`src/rtl/w_route_tracker_pkg.sv`:
```
// Shared types for the W-channel route tracker.
// The len field is stored only when W_ROUTE_LEN_CHECK_EN is defined.
package w_route_tracker_pkg;
  localparam int BEAT_W = 8;
  // Widest target index the entry can carry; the tracker zero-extends LOG_N into it.
  localparam int TGT_W  = 8;

  typedef struct packed {
    logic [TGT_W-1:0]  target;
`ifdef W_ROUTE_LEN_CHECK_EN
    logic [BEAT_W-1:0] len;
`endif
  } w_route_ent_t;
endpackage

```
`src/rtl/w_route_fifo.sv`:
```
// Per-master FIFO of outstanding AW routing entries.
// The head reads as zero while empty, so the route output is clean out of reset.
module w_route_fifo
  import w_route_tracker_pkg::*;
#(
  parameter int DEPTH = 4
) (
  input  logic         clk,
  input  logic         rst,
  input  logic         i_push,
  input  logic         i_pop,
  input  w_route_ent_t i_ent,
  output w_route_ent_t o_head,
  output logic         o_full,
  output logic         o_empty
);
  localparam int PTR_W = $clog2(DEPTH);

  w_route_ent_t     r_mem [DEPTH];
  logic [PTR_W-1:0] r_rd;
  logic [PTR_W-1:0] r_wr;
  logic [PTR_W:0]   r_cnt;
  logic             w_push;
  logic             w_pop;

  assign o_full  = (r_cnt == (PTR_W+1)'(DEPTH));
  assign o_empty = (r_cnt == '0);
  assign w_pop   = i_pop & ~o_empty;
  // A pop in the same edge frees a slot, so a push is still taken when full.
  assign w_push  = i_push & (~o_full | w_pop);
  assign o_head  = o_empty ? '0 : r_mem[r_rd];

  always_ff @(posedge clk) begin
    if (rst) begin
      r_rd  <= '0;
      r_wr  <= '0;
      r_cnt <= '0;
    end else begin
      if (w_push) r_wr <= r_wr + 1'b1;
      if (w_pop)  r_rd <= r_rd + 1'b1;
      case ({w_push, w_pop})
        2'b10:   r_cnt <= r_cnt + 1'b1;
        2'b01:   r_cnt <= r_cnt - 1'b1;
        default: r_cnt <= r_cnt;
      endcase
    end
  end

  always_ff @(posedge clk) begin
    if (w_push) r_mem[r_wr] <= i_ent;
  end
endmodule

```
`src/rtl/w_route_tracker.sv`:
```
// Tracks accepted AW bursts per master and routes/gates the W channel to match.
// Optional wlast/length checker compiled with W_ROUTE_LEN_CHECK_EN.
module w_route_tracker
  import w_route_tracker_pkg::*;
#(
  parameter int M     = 2,
  parameter int N     = 2,
  parameter int DEPTH = 4,
  parameter int LOG_N = (N > 1) ? $clog2(N) : 1
) (
  input  logic              clk,
  input  logic              rst,
  input  logic [M-1:0]      aw_hs_i,
  input  logic [LOG_N-1:0]  aw_target_i [M],
  input  logic [BEAT_W-1:0] aw_len_i    [M],
  input  logic [M-1:0]      m_wvalid_i,
  input  logic [M-1:0]      m_wlast_i,
  input  logic [M-1:0]      m_wready_i,
  output logic [M-1:0]      w_valid_o,
  output logic [LOG_N-1:0]  w_target_o  [M],
  output logic [M-1:0]      aw_stall_o,
  output logic [M-1:0]      len_err_o
);
  for (genvar m = 0; m < M; m++) begin : g_mst
    w_route_ent_t w_in;
    w_route_ent_t w_head;
    logic         w_empty;
    logic         w_acc;

    always_comb begin
      w_in        = '0;
      w_in.target = TGT_W'(aw_target_i[m]);
`ifdef W_ROUTE_LEN_CHECK_EN
      w_in.len    = aw_len_i[m];
`endif
    end

    // Beats with no recorded AW are held off at the arbiter, never dropped.
    assign w_valid_o[m]  = m_wvalid_i[m] & ~w_empty;
    assign w_acc         = w_valid_o[m] & m_wready_i[m];
    assign w_target_o[m] = w_head.target[LOG_N-1:0];

    w_route_fifo #(.DEPTH(DEPTH)) u_fifo (
      .clk     (clk),
      .rst     (rst),
      .i_push  (aw_hs_i[m]),
      .i_pop   (w_acc & m_wlast_i[m]),
      .i_ent   (w_in),
      .o_head  (w_head),
      .o_full  (aw_stall_o[m]),
      .o_empty (w_empty)
    );

`ifdef W_ROUTE_LEN_CHECK_EN
    logic [BEAT_W-1:0] r_beats;
    logic              r_err;

    // r_beats holds beats already accepted, so the last beat is index len.
    always_ff @(posedge clk) begin
      if (rst) begin
        r_beats <= '0;
        r_err   <= 1'b0;
      end else if (w_acc) begin
        r_beats <= m_wlast_i[m] ? '0 : r_beats + 1'b1;
        if (m_wlast_i[m] != (r_beats == w_head.len)) r_err <= 1'b1;
      end
    end
    assign len_err_o[m] = r_err;
`else
    assign len_err_o[m] = 1'b0;
`endif
  end
endmodule

```
`config.mk`:
```
export PLATFORM = sky130hd
export DESIGN_NAME = w_route_tracker
export DESIGN_NICKNAME = d
export VERILOG_FILES = /design/src/rtl/w_route_tracker_pkg.sv /design/src/rtl/w_route_fifo.sv /design/src/rtl/w_route_tracker.sv
export SDC_FILE = /design/constraint.sdc
export NUM_CORES = 1
export LEC_CHECK = 0
export CAP_MARGIN = 20
export CORE_MARGIN = 2
export CORE_UTILIZATION = 27
export CTS_CLUSTER_DIAMETER = 200
export DETAILED_ROUTE_END_ITERATION = 12
export GPL_TIMING_DRIVEN = 1
export HOLD_SLACK_MARGIN = 0.12
export MAX_ROUTING_LAYER = met4
export PLACE_DENSITY_LB_ADDON = 0.2
export RECOVER_POWER = 100
export REMOVE_ABC_BUFFERS = 1
export SETUP_SLACK_MARGIN = 0.1
export SLEW_MARGIN = 25
export SYNTH_ARGS = -nofsm -noshare
export SYNTH_HDL_FRONTEND = slang
export SYNTH_SLANG_ARGS = --single-unit
export TNS_END_PERCENT = 30
```
`constraint.sdc`:
```
create_clock -name clk -period 2.4 [get_ports clk]
set_input_delay 0.48 -clock clk [delete_from_list [all_inputs] [get_ports clk]]
set_output_delay 0.48 -clock clk [all_outputs]
set_load 0.1 [all_outputs]
```
### After elaboration in Yosys (flattened, before gate mapping)

Memories as Yosys holds them, arrays and structs flattened. A register that Yosys moved wholly into a read port is not among the register bits.
Cells that the tools add are included.

| storage, ports and cells | value |
|---|---|
| output and inout bits | 8 |
| flip-flop bits (word level) | 14 |
| memory bits (writable) | 8 |
| logic and storage cells | 54 |
| memories kept | 2 |
| bits of input ports | 28 |

| operators by class | value |
|---|---|
| muxes and demuxes | 12 |
| bitwise operators | 16 |
| reduce and logical (&&, ||, !) cells | 4 |
| equality and inequality tests | 6 |
| add/subtract/negate cells | 8 |

Memory list:

| memory | depth | bits a word | rd ports | clocked after Yosys merged registers in | write ports | RTL line | text |
|---|---|---|---|---|---|---|---|
| g_mst[0].u_fifo.r_mem | 4 | 1 | 1 | 1 | 1 | w_route_fifo.sv:19 | `w_route_ent_t r_mem [DEPTH];` |
| g_mst[1].u_fifo.r_mem | 4 | 1 | 1 | 1 | 1 | w_route_fifo.sv:19 |  |

Operator list:

| kind | count |
|---|---|
| 3-bit case mux with 2 select lines | 2 |
| 1-bit AND | 10 |
| 2-bit by 1-bit adder with 2-bit output, second input constant | 4 |
| 2-bit two-way mux | 4 |
| 3-bit by 1-bit adder with 3-bit output, second input constant | 2 |
| 3-bit equality test, second input constant | 2 |
| 3-bit zero test | 2 |
| 1-bit two-way mux | 6 |
| 3-bit by 1-bit subtractor with 3-bit output, second input constant | 2 |
| 2-bit by 1-bit equality test with 1-bit output, second input constant | 2 |
| 2-bit equality test, second input constant | 2 |
| 1-bit NOT | 4 |
| 2-bit nonzero test | 2 |
| 1-bit OR | 2 |

### Longest topological paths before layout

| depth | value |
|---|---|
| depth in word-level cells | 10 |
| gate-level depth with buffers | 8 |
| mapped depth without buffers | 8 |

### Modules after synthesis

From an unflattened synthesis, not the netlist that was laid out.

| unflattened totals | value |
|---|---|
| cell total of the unflattened synthesis | 243 |
| area total of the unflattened synthesis | 3699.8 um^2 |

Modules (own cells, without submodules):

| module | sequential area each (um^2) | cells an instance | times used | area each (um^2) |
|---|---|---|---|---|
| w_route_fifo | 1141.1 | 118 | 2 | 1821.7 |
| w_route_tracker | 0.0 | 7 | 1 | 56.3 |

### Worst setup path before layout

OpenSTA, ideal clock, no wires.

| timing | value |
|---|---|
| path kind | register to output |
| start point | register with a tool-made name |
| end point | output port w_target_o[1] (netlist name) |
| data required time | 1.920 ns |
| path slack | -0.037 ns |
| arrival | 1.957 ns |
| cell stages (with the launch flop) | 3 |
| buffers on the path | 0 |
| cell sequence | dfxtp_1 -> mux4_2 -> nor2b_1 |

RTL lines:

| element | RTL line | text |
|---|---|---|
| to (decl) | w_route_tracker.sv:20 | `output logic [LOG_N-1:0] w_target_o [M],` |

### Worst setup path after layout

| timing | value |
|---|---|
| start point | input port m_wvalid_i[0] |
| end point | output port w_valid_o[0] |

| on the way | value |
|---|---|
| word-level cells in the longest chain between the ends | 1 |

Ends and longest elaborated chain:

| element | RTL line | text |
|---|---|---|
| from (decl) | w_route_tracker.sv:16 | `input logic [M-1:0] m_wvalid_i,` |
| 1-bit AND | w_route_tracker.sv:39 | `assign w_valid_o[m] = m_wvalid_i[m] & ~w_empty;` |
| to (decl) | w_route_tracker.sv:19 | `output logic [M-1:0] w_valid_o,` |

No other way between the ends.

==> results.sh <==
export IMPL_peakVddDrop_mv=0.239
export IMPL_antenna_found_initial=0
export IMPL_fmax_mhz=450
export IMPL_grt_first_pass_wirelength_um=4300
export IMPL_yosysSeqAreaShare_pct=42.5
export IMPL_slew_headroom_pct=50.0
export IMPL_dieArea_mm2=0.00583
export IMPL_worstSetupStartpointType="input pin"
export IMPL_clkPwrFrac_pct=26.6
export IMPL_drc=0
export IMPL_power_frac_seq_pct=49.0
export IMPL_synthMuxAreaShare_pct=6.73
export IMPL_cts_max_path_buffers=2
export IMPL_core_mm2=0.00507
export IMPL_rsz0062_at_grt="false"
export IMPL_ys_seq_elements=26
export IMPL_max_cap_viol_count=0
export IMPL_critPathMaxFanout=3
export IMPL_power_switching_uw=300
export IMPL_post_route_min_period_ns=2.22
export IMPL_power_frac_comb_pct=24.4
export IMPL_die_h_um=76.4
export IMPL_fillCellCount=547
export IMPL_switching_share_pct=29.5
export IMPL_whs_ns=0.528
export IMPL_fin_skew_ns=0.00234
export IMPL_drt_pass1_iterations=4
export IMPL_areaGrowthSynthToFinish_pct=21.3
export IMPL_synth_cell_types=43
export IMPL_mostFrequentLayoutCells="dfxtp_1, nor2_1, inv_1"
export IMPL_grt_total_usage_pct=9.30
export IMPL_synthAdderAreaFrac_pct=9.91
export IMPL_grt_max_degree=15
export IMPL_wl_um=2380
export IMPL_slew_violations=0
export IMPL_syn_area_mm2=0.00141
export IMPL_synth_xor_xnor_area_share_pct=5.58
export IMPL_p_per_area_mw_per_mm2=593
export IMPL_syn_inst=135
export IMPL_cts_tree="built"
export IMPL_vias=975
export IMPL_vias_per_cell=4.26
export IMPL_grt_pass1_vias=960
export IMPL_synth_top_family_by_area="simple AND/OR/NAND/NOR gates"
export IMPL_p_int_uw=718
export IMPL_postCtsHoldBufs=0
export IMPL_syn_avg_cell_area_um2=10.5
export IMPL_htree_levels=1
export IMPL_status="finished clean"
export IMPL_die_w_um=76.4
export IMPL_drt_iter0_markers=32
export IMPL_numCtsBuffers=3
export IMPL_cts_setup_buffers=0
export IMPL_wire_per_inst_um=10.4
export IMPL_period_share_pct=92.5
export IMPL_crit_arrival_ns=1.74
export IMPL_ff2ff_setup_slack_ns=0.42
export IMPL_cts_root_buffer="clkbuf_8"
export IMPL_hold_viol=0
export IMPL_synth_compound_area_share_pct=8.14
export IMPL_worst_slew_pin_slew_ns=0.744
export IMPL_yosys_area_share_simple_pct=20.4
export IMPL_antenna_cells=0
export IMPL_instances_no_fill=229
export IMPL_crit_path_end_kind="output pin"
export IMPL_rows=26
export IMPL_overflow=0
export IMPL_io_buffers=17
export IMPL_worstPathRequired_ns=1.92
export IMPL_ant_nets=0
export IMPL_cts_sink_count=26
export IMPL_num_io_pins=36
export IMPL_p_leak_uw=0.000640
export IMPL_cts_clk_slew_worst_paths_ns=0.08
export IMPL_ys_warn_count=0
export IMPL_critical_path_class="input pin to output pin"
export IMPL_worstHoldPathType="register to register"
export IMPL_worstSkewPairLatency_ns=0.26
export IMPL_nets=198
export IMPL_initial_core_util_pct=27.9
export IMPL_drive_above_1_share_pct=17.0
export IMPL_setup_viol=0
export IMPL_final_common_cell="dfxtp_1"
export IMPL_gp_congestion=0.754
export IMPL_dpl_hpwl_um=1920
export IMPL_post_cts_resize_count=0
export IMPL_dpl_cell_count=225
==> critical path, cell delays in order <==
cell	delay, ns
dlygate4sd3_1	0.56
buf_4	0.12
nor2b_1	0.11
clkbuf_2	0.46
==> Yosys cell counts <==
master     count  area share (%)
buf_2          1            0.35
nand2b_1       1            0.44
conb_1         1            0.27
fa_1           2             2.8
a31oi_1        3             1.3
a21oi_2        1            0.62
or3_1          1            0.44
nor3_2         2             1.4
nor3b_1        3             1.6
and2_1         9             4.0
nor3_1         2            0.71
a2bb2oi_1      1            0.62
dfxtp_1       18              25
edfxtp_1       8              17
mux2i_1        2             1.4
and2b_1        2             1.1
xor2_1         2             1.2
nand2_1        4             1.1
o221ai_1       1            0.62
buf_4          4             2.1
a21oi_1        2            0.71
mux2_4         2             2.1
inv_1         10             2.7
a21o_1         1            0.53
ha_1           8             7.1
o211ai_1       1            0.53
nor2_1        14             3.7
buf_1          1            0.27
clkbuf_1       1            0.27
nor2b_1        6             2.7
nor3b_2        1            0.88
xnor2_1        7             4.3
mux4_2         2             3.2
a22oi_2        1            0.88
nand4_1        1            0.44
buf_6          1            0.80
a21boi_2       1            0.80
or2_1          1            0.44
a31oi_2        1            0.88
nand3_1        2            0.71
o32ai_1        1            0.62
and3_1         1            0.44
nor2_2         1            0.44
==> layer usage <==
metal  GRT usage, %  routed length (um)
met1           11.4                1110
met3           2.61                  88
met2           15.0                1150
met5              -                   0
met4           2.73                  25
==> layout make-up <==
type,instances,area (um^2),share of cell area (%)
Multi-Input combinational cell,92,712,41.5
Sequential cell,26,601,35.0
Timing Repair Buffer,27,223,13.0
Tap cell,70,87.6,5.11
Clock buffer,4,55.1,3.21
Inverter,10,37.5,2.19
==> kinds of logic (layout without fill, tap and decap cells) <==
logic type                 count (synthesis)  after routing
muxes                                      6              6
xor gates and xnor gates                   9              9
buffers and inverters                     18             41
other                                      1              2
AOI/OAI and AO/OA                         14             14
adders and majority gates                 10             10
and+or+nand+nor                           51             51
DFF                                       26             26
==> through the flow <==
stage	setup TNS, ns	instance area (um^2)	setup slack [ns]	utilization (%)	power, uW
2_1_floorplan	-0.150	1360	-0.0752	-	684
3_3_place_gp	-0.0108	1710	-0.0108	33.6	768
3_5_place_dp	-0.0832	1710	-0.0832	33.6	776
4_1_cts	0	1760	0.205	34.7	1050
5_1_grt	0	1720	0.102	33.8	1080
6_report	0	1720	0.179	33.8	1020
==> final timing paths <==
path                                         startpoint                               endpoint  depth (start not counted)
setup reg to reg  g_mst[1].u_fifo.r_cnt[0]$_SDFFE_PP0P_  g_mst[1].u_fifo.r_cnt[2]$_SDFFE_PP0P_                          7
setup / recovery                          m_wvalid_i[0]                           w_valid_o[0]                          4
hold reg to reg    g_mst[1].u_fifo.r_rd[0]$_SDFFE_PP0N_   g_mst[1].u_fifo.r_rd[0]$_SDFFE_PP0N_                          2
hold / removal     g_mst[1].u_fifo.r_rd[0]$_SDFFE_PP0N_   g_mst[1].u_fifo.r_rd[0]$_SDFFE_PP0N_                          2
==> power groups by stage <==
stage,sequential (uW),clock (uW),combinational (uW)
final,499,271,248
after global routing,503,308,271
after CTS,500,284,266
after detailed placement,511,0,265
after global placement,509,0,259
after floorplan,505,0,179
Power figures use the tool's default switching activity.
